## src/rtl/cond_exec_unit.sv

```systemverilog
// Registered, handshaked ARM condition evaluator with per-context NZCV flags
// and a single IT-style predicate-block tracker shared by all contexts.
module cond_exec_unit #(
    parameter int NUM_CTX   = 2,
    parameter int IT_MAX    = 4,
    parameter int NV_ALWAYS = 0,
    parameter int TAG_W     = 8,
    localparam int CTX_W    = (NUM_CTX > 1) ? $clog2(NUM_CTX) : 1,
    localparam int LEN_W    = $clog2(IT_MAX + 1)
) (
    input  logic                 in_clk,
    input  logic                 in_rst,
    input  logic                 in_valid,
    output logic                 out_in_ready,
    input  logic [CTX_W-1:0]     in_ctx,
    input  logic [3:0]           in_cond,
    input  logic [TAG_W-1:0]     in_tag,
    input  logic                 in_set_flags,
    input  logic [3:0]           in_flags_new,
    input  logic                 in_it_start,
    input  logic [LEN_W-1:0]     in_it_len,
    input  logic [IT_MAX-1:0]    in_it_mask,
    input  logic                 in_msr_en,
    input  logic [CTX_W-1:0]     in_msr_ctx,
    input  logic [3:0]           in_msr_flags,
    output logic                 out_valid,
    input  logic                 in_out_ready,
    output logic                 out_execute_en,
    output logic [TAG_W-1:0]     out_tag,
    output logic [CTX_W-1:0]     out_ctx,
    output logic                 out_it_err,
    output logic [4*NUM_CTX-1:0] out_flags
);

    typedef enum logic {IDLE, BLOCK} state_t;

    state_t              state;
    state_t              state_next;
    logic [3:0]          flags [NUM_CTX];
    logic [CTX_W-1:0]    block_ctx;
    logic [3:0]          block_cond;
    logic [IT_MAX-1:0]   block_mask;
    logic [LEN_W-1:0]    block_len;
    logic [LEN_W-1:0]    block_cnt;

    logic                accept;
    logic [3:0]          cur_flags;
    logic [LEN_W-1:0]    slot;
    logic                mask_bit;
    logic [LEN_W-1:0]    eff_len;
    logic                in_block_beat;
    logic                block_pass;
    logic                block_fail;
    logic                exec;
    logic                it_err;
    logic                load_block;
    logic                consume;
    logic                write_flags;

    function automatic logic eval_cond(input logic [3:0] cond, input logic [3:0] f);
        logic n, z, c, v, r;
        {n, z, c, v} = f;
        r = 1'b0;
        case (cond)
            4'h0:    r = z;
            4'h1:    r = ~z;
            4'h2:    r = c;
            4'h3:    r = ~c;
            4'h4:    r = n;
            4'h5:    r = ~n;
            4'h6:    r = v;
            4'h7:    r = ~v;
            4'h8:    r = c & ~z;
            4'h9:    r = ~c | z;
            4'hA:    r = (n == v);
            4'hB:    r = (n != v);
            4'hC:    r = ~z & (n == v);
            4'hD:    r = z | (n != v);
            4'hE:    r = 1'b1;
            default: r = (NV_ALWAYS != 0);
        endcase
        return r;
    endfunction

    assign out_in_ready = ~out_valid | in_out_ready;
    assign accept       = in_valid & out_in_ready;

    always_comb begin
        cur_flags = '0;
        for (int i = 0; i < NUM_CTX; i++) begin
            if (in_ctx == CTX_W'(i)) cur_flags = flags[i];
        end

        slot     = block_len - block_cnt;
        mask_bit = 1'b0;
        for (int i = 0; i < IT_MAX; i++) begin
            if (slot == LEN_W'(i)) mask_bit = block_mask[i];
        end

        if (in_it_len == '0)
            eff_len = LEN_W'(1);
        else if (in_it_len > LEN_W'(IT_MAX))
            eff_len = LEN_W'(IT_MAX);
        else
            eff_len = in_it_len;

        // Inverted slots of AL/NV never execute, regardless of NV_ALWAYS.
        block_pass = eval_cond(block_cond, cur_flags);
        block_fail = (block_cond >= 4'hE) ? 1'b0 : ~block_pass;

        in_block_beat = (state == BLOCK) && (in_ctx == block_ctx);
        exec          = 1'b0;
        it_err        = 1'b0;
        load_block    = 1'b0;
        consume       = 1'b0;

        if (in_block_beat) begin
            consume = 1'b1;
            exec    = mask_bit ? block_pass : block_fail;
            it_err  = in_it_start;
        end else if ((state == IDLE) && in_it_start) begin
            exec       = 1'b1;
            load_block = 1'b1;
        end else begin
            exec = eval_cond(in_cond, cur_flags);
        end

        write_flags = accept & in_set_flags & exec & ~in_it_start;
    end

    always_comb begin
        state_next = state;
        if (accept) begin
            if (load_block)
                state_next = BLOCK;
            else if (consume && (block_cnt == LEN_W'(1)))
                state_next = IDLE;
        end
    end

    always_ff @(posedge in_clk) begin
        if (in_rst)
            state <= IDLE;
        else
            state <= state_next;
    end

    always_ff @(posedge in_clk) begin
        if (in_rst) begin
            block_ctx  <= '0;
            block_cond <= '0;
            block_mask <= '0;
            block_len  <= '0;
            block_cnt  <= '0;
        end else if (accept) begin
            if (load_block) begin
                block_ctx  <= in_ctx;
                block_cond <= in_cond;
                block_mask <= in_it_mask;
                block_len  <= eff_len;
                block_cnt  <= eff_len;
            end else if (consume) begin
                block_cnt <= block_cnt - LEN_W'(1);
            end
        end
    end

    // A direct MSR write takes priority over an instruction write to the same context.
    always_ff @(posedge in_clk) begin
        if (in_rst) begin
            for (int i = 0; i < NUM_CTX; i++) flags[i] <= '0;
        end else begin
            for (int i = 0; i < NUM_CTX; i++) begin
                if (in_msr_en && (in_msr_ctx == CTX_W'(i)))
                    flags[i] <= in_msr_flags;
                else if (write_flags && (in_ctx == CTX_W'(i)))
                    flags[i] <= in_flags_new;
            end
        end
    end

    always_ff @(posedge in_clk) begin
        if (in_rst) begin
            out_valid      <= 1'b0;
            out_execute_en <= 1'b0;
            out_tag        <= '0;
            out_ctx        <= '0;
            out_it_err     <= 1'b0;
        end else if (accept) begin
            out_valid      <= 1'b1;
            out_execute_en <= exec;
            out_tag        <= in_tag;
            out_ctx        <= in_ctx;
            out_it_err     <= it_err;
        end else if (in_out_ready) begin
            out_valid <= 1'b0;
        end
    end

    always_comb begin
        out_flags = '0;
        for (int i = 0; i < NUM_CTX; i++) out_flags[i*4 +: 4] = flags[i];
    end

endmodule

```

## config.mk

```make
export PLATFORM = sky130hd
export DESIGN_NAME = cond_exec_unit
export DESIGN_NICKNAME = d
export VERILOG_FILES = /design/src/rtl/cond_exec_unit.sv
export SDC_FILE = /design/constraint.sdc
export NUM_CORES = 1
export LEC_CHECK = 0
export BUFFER_PORTS_ARGS = -buffer_cell sky130_fd_sc_hd__buf_2
export CORE_MARGIN = 2
export CORE_UTILIZATION = 55
export DETAILED_ROUTE_END_ITERATION = 8
export MAX_ROUTING_LAYER = met4
export PLACE_DENSITY = 0.87
export SYNTH_ARGS = -nofsm -noshare
export SYNTH_HDL_FRONTEND = slang
export SYNTH_SLANG_ARGS = --single-unit
export TNS_END_PERCENT = 5
```

## constraint.sdc

```tcl
create_clock -name in_clk -period 8.2 [get_ports in_clk]
set_input_delay 1.64 -clock in_clk [delete_from_list [all_inputs] [get_ports in_clk]]
set_output_delay 1.64 -clock in_clk [all_outputs]
set_load 0.02 [all_outputs]
```

== Yosys cells after proc, flatten, opt, wreduce, memory -nomap -nowiden ==
Memories as Yosys holds them, arrays and structs flattened.
Index checks and enable logic that the tools add are counted.

* Bitwise gates (word level): 23
* Reductions and logical operators: 17
* Equality and inequality tests: 35
* Mux-type cells: 43
* $lt $le $gt $ge: 2
* Add/subtract/negate cells: 2

{| class="wikitable"
|+ Operator list
! kind !! count
|-
| $eq 4x4->1 const B || 14
|-
| $eq 4x3->1 const B || 8
|-
| $mux 1 || 32
|-
| $pmux 1 s15 || 2
|-
| $mux 4 || 5
|-
| $eq 4x2->1 const B || 4
|-
| $mux 3 || 4
|-
| $not 1->1 || 10
|-
| $eq 4x1->1 const B || 2
|-
| $logic_not 4->1 || 2
|-
| $logic_and 1x1->1 || 7
|-
| $or 1x1->1 || 7
|-
| $and 1x1->1 || 6
|-
| $eq 3x1->1 const B || 2
|-
| $eq 3x2->1 const B || 2
|-
| $logic_not 3->1 || 2
|-
| $reduce_and 2->1 || 3
|-
| $reduce_bool 2->1 || 3
|-
| $ge 4x4->1 const B || 1
|-
| $gt 3x3->1 const B || 1
|-
| $sub 3x1->3 const B || 1
|-
| $sub 3x3->3 || 1
|-
| $eq 1x1->1 || 2
|-
| $ne 1x1->1 || 1
|}

* Memories: 1
* Register bits: 28
* Bits in writable memories: 8
* Word-level logic and storage cells: 134
* Output and inout port bits: 21

{| class="wikitable"
|+ Memories
! name !! words !! bits a word !! read ports !! clocked after Yosys merged registers in !! wr ports !! RTL line !! source
|-
| flags || 2 || 4 || 2 || 0 || 2 || 39 || <nowiki>logic [3:0] flags [NUM_CTX];</nowiki>
|}

== Logic depth before layout (Yosys ltp) ==
* Depth after elaboration: 16
* Gate-level depth with buffers: 13
* Depth with buffers taken out: 12

== Worst setup path after synthesis ==
No wires, ideal clock.

* Kind: input port to flip-flop
* Start: input port in_cond[2]
* End: memory flags[1][0], enable pin
* Slack: 4.330 ns
* Cell stages on the path: 9
* Arrival: 3.601 ns
* Path buffers: 1
* Library setup time: 0.268 ns
* Path through: clkbuf_1 -> mux2i_1 -> nor3_1 -> or4_1 -> a2111o_1 -> nand3_1 -> nor3_2 -> and2_1 -> nand2b_1

{| class="wikitable"
|+ RTL lines
! what !! RTL line !! source
|-
| from (decl) || 16 || <nowiki>input logic [3:0] in_cond,</nowiki>
|-
| to (decl) || 39 ||
|}

==> out/results.txt <==
CTS Sinks -> 36
PostCTS Resize Cnt -> 0
Fmax -> 223 MHz
Primary FF master, synth -> dfxtp_1
DPL Wire Length -> 3.80 mm
Adder-cell share of the synthesized area -> 0.0265
Path depth of the worst reg2reg path -> 10
Placed cell area -> 2430 um2
Area delta synth->final -> 16.9%
Critical Path End Type -> register
Outcome -> completed
VDD IR-drop max -> 0.000160 V
Fin area -> 2540 um2
Worst path cell trace -> buf_2 -> mux2_2 -> and3_1 -> or4_1 -> a41oi_1 -> nand3_1 -> nor3_2 -> and2_1 -> nand2b_1
Final Hold Vio Count -> 0
Routability congestion estimate -> 0.890
Post-synth top cells -> nand2_1 (53), a21oi_1 (32), dfxtp_1 (28)
Multiplexer share of the synthesized area -> 0.0778
Vias in the first global route -> 1,967
Core Region -> 3720 um2
Vias -> 2,095
Vias per cell -> 5.84
Average wire per standard cell -> 14.7 um
Total GRT Usage -> 0.260
Synthesis Warnings -> 0
Antenna Cells -> 0
Synth top area share -> 0.258
Final setup TNS -> 0 ns
Crit path from -> in_ctx
WP data required -> 8.18 ns
Initial antenna violation count -> 0
RSZ-0062 raised after global routing -> no
Cts bufs inserted -> 5
CTS tree -> yes
Reg2Reg Setup Slack -> 4.63 ns
Compound-Gate Fraction of Synth Area -> 0.162
Syn nets -> 305
EDFF count, synth -> 8
Row cnt -> 22
Worst slew margin -> 0.316
Longest Clk Path Bufs -> 2
Least-Margin Pin Slew -> 1.01 ns
Clk pin slew, worst setup/hold paths -> 0.07 ns
Xor-xnor portion of the synthesized cell area -> 0.0271
Multi-input logic area -> 1230 um2
FF/Latch Area -> 801 um2
H-tree levels -> 2
I/O Buffers -> 56
Min Tclk post-route -> 4.49 ns
Critical path class -> primary input to register
Die W -> 66.8 um
#FFs+latches synth -> 36
Hold WC Path Type -> register to register
Fraction of layout cells with a size suffix above 1 -> 0.228
Setup Viol. Count Final -> 0
Grt ovf -> 0
Yosys cell types -> 51
Residual DRC count -> 0
Post-CTS setup buffers -> 0
Register area share after synthesis -> 0.369
Simple-Gate Fraction of Synth Area -> 0.274
Hold_buf cts -> 0
Mapped cell area -> 2170 um2
Io pins -> 57
Root buf cell -> clkbuf_8
1st-iter DRT viols -> 184
Dominant cells by area after synthesis -> dfxtp_1 (26%), edfxtp_1 (11%), nand2_1 (9.2%), a21oi_1 (7.4%), mux2i_1 (5.5%)
Avg Inst Size Synth -> 8.20 um2
Crit Path Max Fanout -> 21
Worst Skew -> 0.00431 ns
Post-Syn Instances -> 265
Largest net degree at the start of global routing -> 32
Worst skew pair latency -> 0.29 ns
Crit path DAT -> 4.48 ns
R2R Path End -> flags[1][1]
Fin nets -> 350
FILL cells -> 305
Leak -> 1.10 nW
Slowest stage cell, crit path -> nor3_2
CP max stage delay -> 0.57 ns
Die area -> 4470 um2
Router iterations before antenna repair -> 5
Effective utilization at floorplan -> 0.585
Final wirelength -> 5.26 mm
Asr flop ratio synth -> 0
Worst Setup EP -> flags[1][1]
Setup crit start kind -> primary input
Worst reg2reg path startpoint -> block_cnt[0]
Final Cycle Share -> 0.548
Main combinational cell family by area after synthesis -> simple AND/OR/NAND/NOR gates
First-pass GRT wire length -> 8.63 mm
Die Y-Extent -> 66.8 um
Synth area leader -> dfxtp_1
Pwr dens -> 175 nW/um2
Top-count cell post-synth -> nand2_1
Slew Limit Fails -> 0
Maxcap violations -> 0
Antenna Violating Nets Remaining -> 0
## flip-flops by register name, indices dropped and copies added (netlist names)
register,count
block_mask,4
out_execute_en,1
block_cnt,3
block_len,3
out_ctx,1
out_it_err,1
state,1
flags,8
out_valid,1
out_tag,8
block_ctx,1
block_cond,4
## per-stage QoR
stage / hold slack, ns / std cells / total power, mW / setup slack, ns / utilization
finish: 0.457 / 359 / 0.445 / 3.71 / 0.683
global route: 0.482 / 359 / 0.464 / 3.54 / 0.683
CTS: 0.459 / 359 / 0.445 / 3.76 / 0.683
detailed placement: 0.447 / 351 / 0.305 / 3.46 / 0.655
global placement: 0.439 / 351 / 0.301 / 3.54 / 0.655
floorplan: 0.433 / 265 / 0.276 / 4.33 / -
## critical path: cells and delay by family
kind,cells,cell delay [ns]
compound gates,1,0.24
buf+inv,1,0.32
simple gates,6,1.88
mux,1,0.39
## area by class of cell
class / count / area share
clock buffer: 6 / 0.0370
clock inverter: 2 / 0.00444
inverter: 16 / 0.0237
multi-input combinational: 195 / 0.485
sequential: 36 / 0.315
tap: 48 / 0.0237
timing repair buffer: 56 / 0.110
## power breakdown
part           internal [mW]  switching, mW
Sequential             0.193         0.0130
Combinational         0.0397         0.0565
Clock                 0.0779         0.0643
## routing by layer
| layer | global-route usage | wire (um) | up-vias | part of all wire |
|---|---|---|---|---|
| met1 | 0.317 | 2270 | 962 | 0.43 |
| met3 | 0.0642 | 337 | 18 | 0.064 |
| met4 | 0.112 | 126 | 0 | 0.024 |
| li1 | - | - | 1024 | - |
| met2 | 0.410 | 2530 | 91 | 0.48 |
| met5 | - | 0 | - | 0 |
## placed cells by master (no fill, tap or decap), types with 3 or more instances in the layout
| cell type | Yosys | routed |
|---|---|---|
| buf_2 | 3 | 56 |
| nand2_1 | 53 | 53 |
| a21oi_1 | 32 | 32 |
| dfxtp_1 | 28 | 28 |
| inv_1 | 16 | 16 |
| nor2_1 | 12 | 12 |
| mux2i_1 | 12 | 12 |
| nand3_1 | 11 | 11 |
| edfxtp_1 | 8 | 8 |
| nor3b_1 | 7 | 7 |
| nor2b_1 | 6 | 6 |
| nor3_1 | 5 | 5 |
| o211ai_1 | 5 | 5 |
| clkbuf_8 | 0 | 5 |
| xnor2_1 | 4 | 4 |
| a211oi_1 | 4 | 4 |
| nand2b_1 | 3 | 3 |
| ha_1 | 3 | 3 |
## cell families (layout without fill, tap and decap cells)
group | count (synthesis) | count (layout)
AO/OA/AOI/OAI | 56 | 56
XOR/XNOR | 5 | 5
adder cells (fa/ha/maj) | 4 | 4
buffers and inverters | 34 | 80
flip-flops | 36 | 36
multiplexers | 15 | 15
AND/OR/NAND/NOR | 115 | 115
## worst min-delay path by stage
stage | cells after the start | from | to | slack, ns
CTS | 2 | out_tag[2] | out_tag[2] | 0.46
floorplan | 2 | block_mask[0] | block_mask[0] | 0.43
global placement | 2 | out_tag[2] | out_tag[2] | 0.44
finish | 2 | out_tag[2] | out_tag[2] | 0.46
detailed placement | 2 | out_tag[7] | out_tag[7] | 0.45
global route | 2 | out_tag[4] | out_tag[4] | 0.48
No activity file was read; power rests on OpenSTA's default activity.
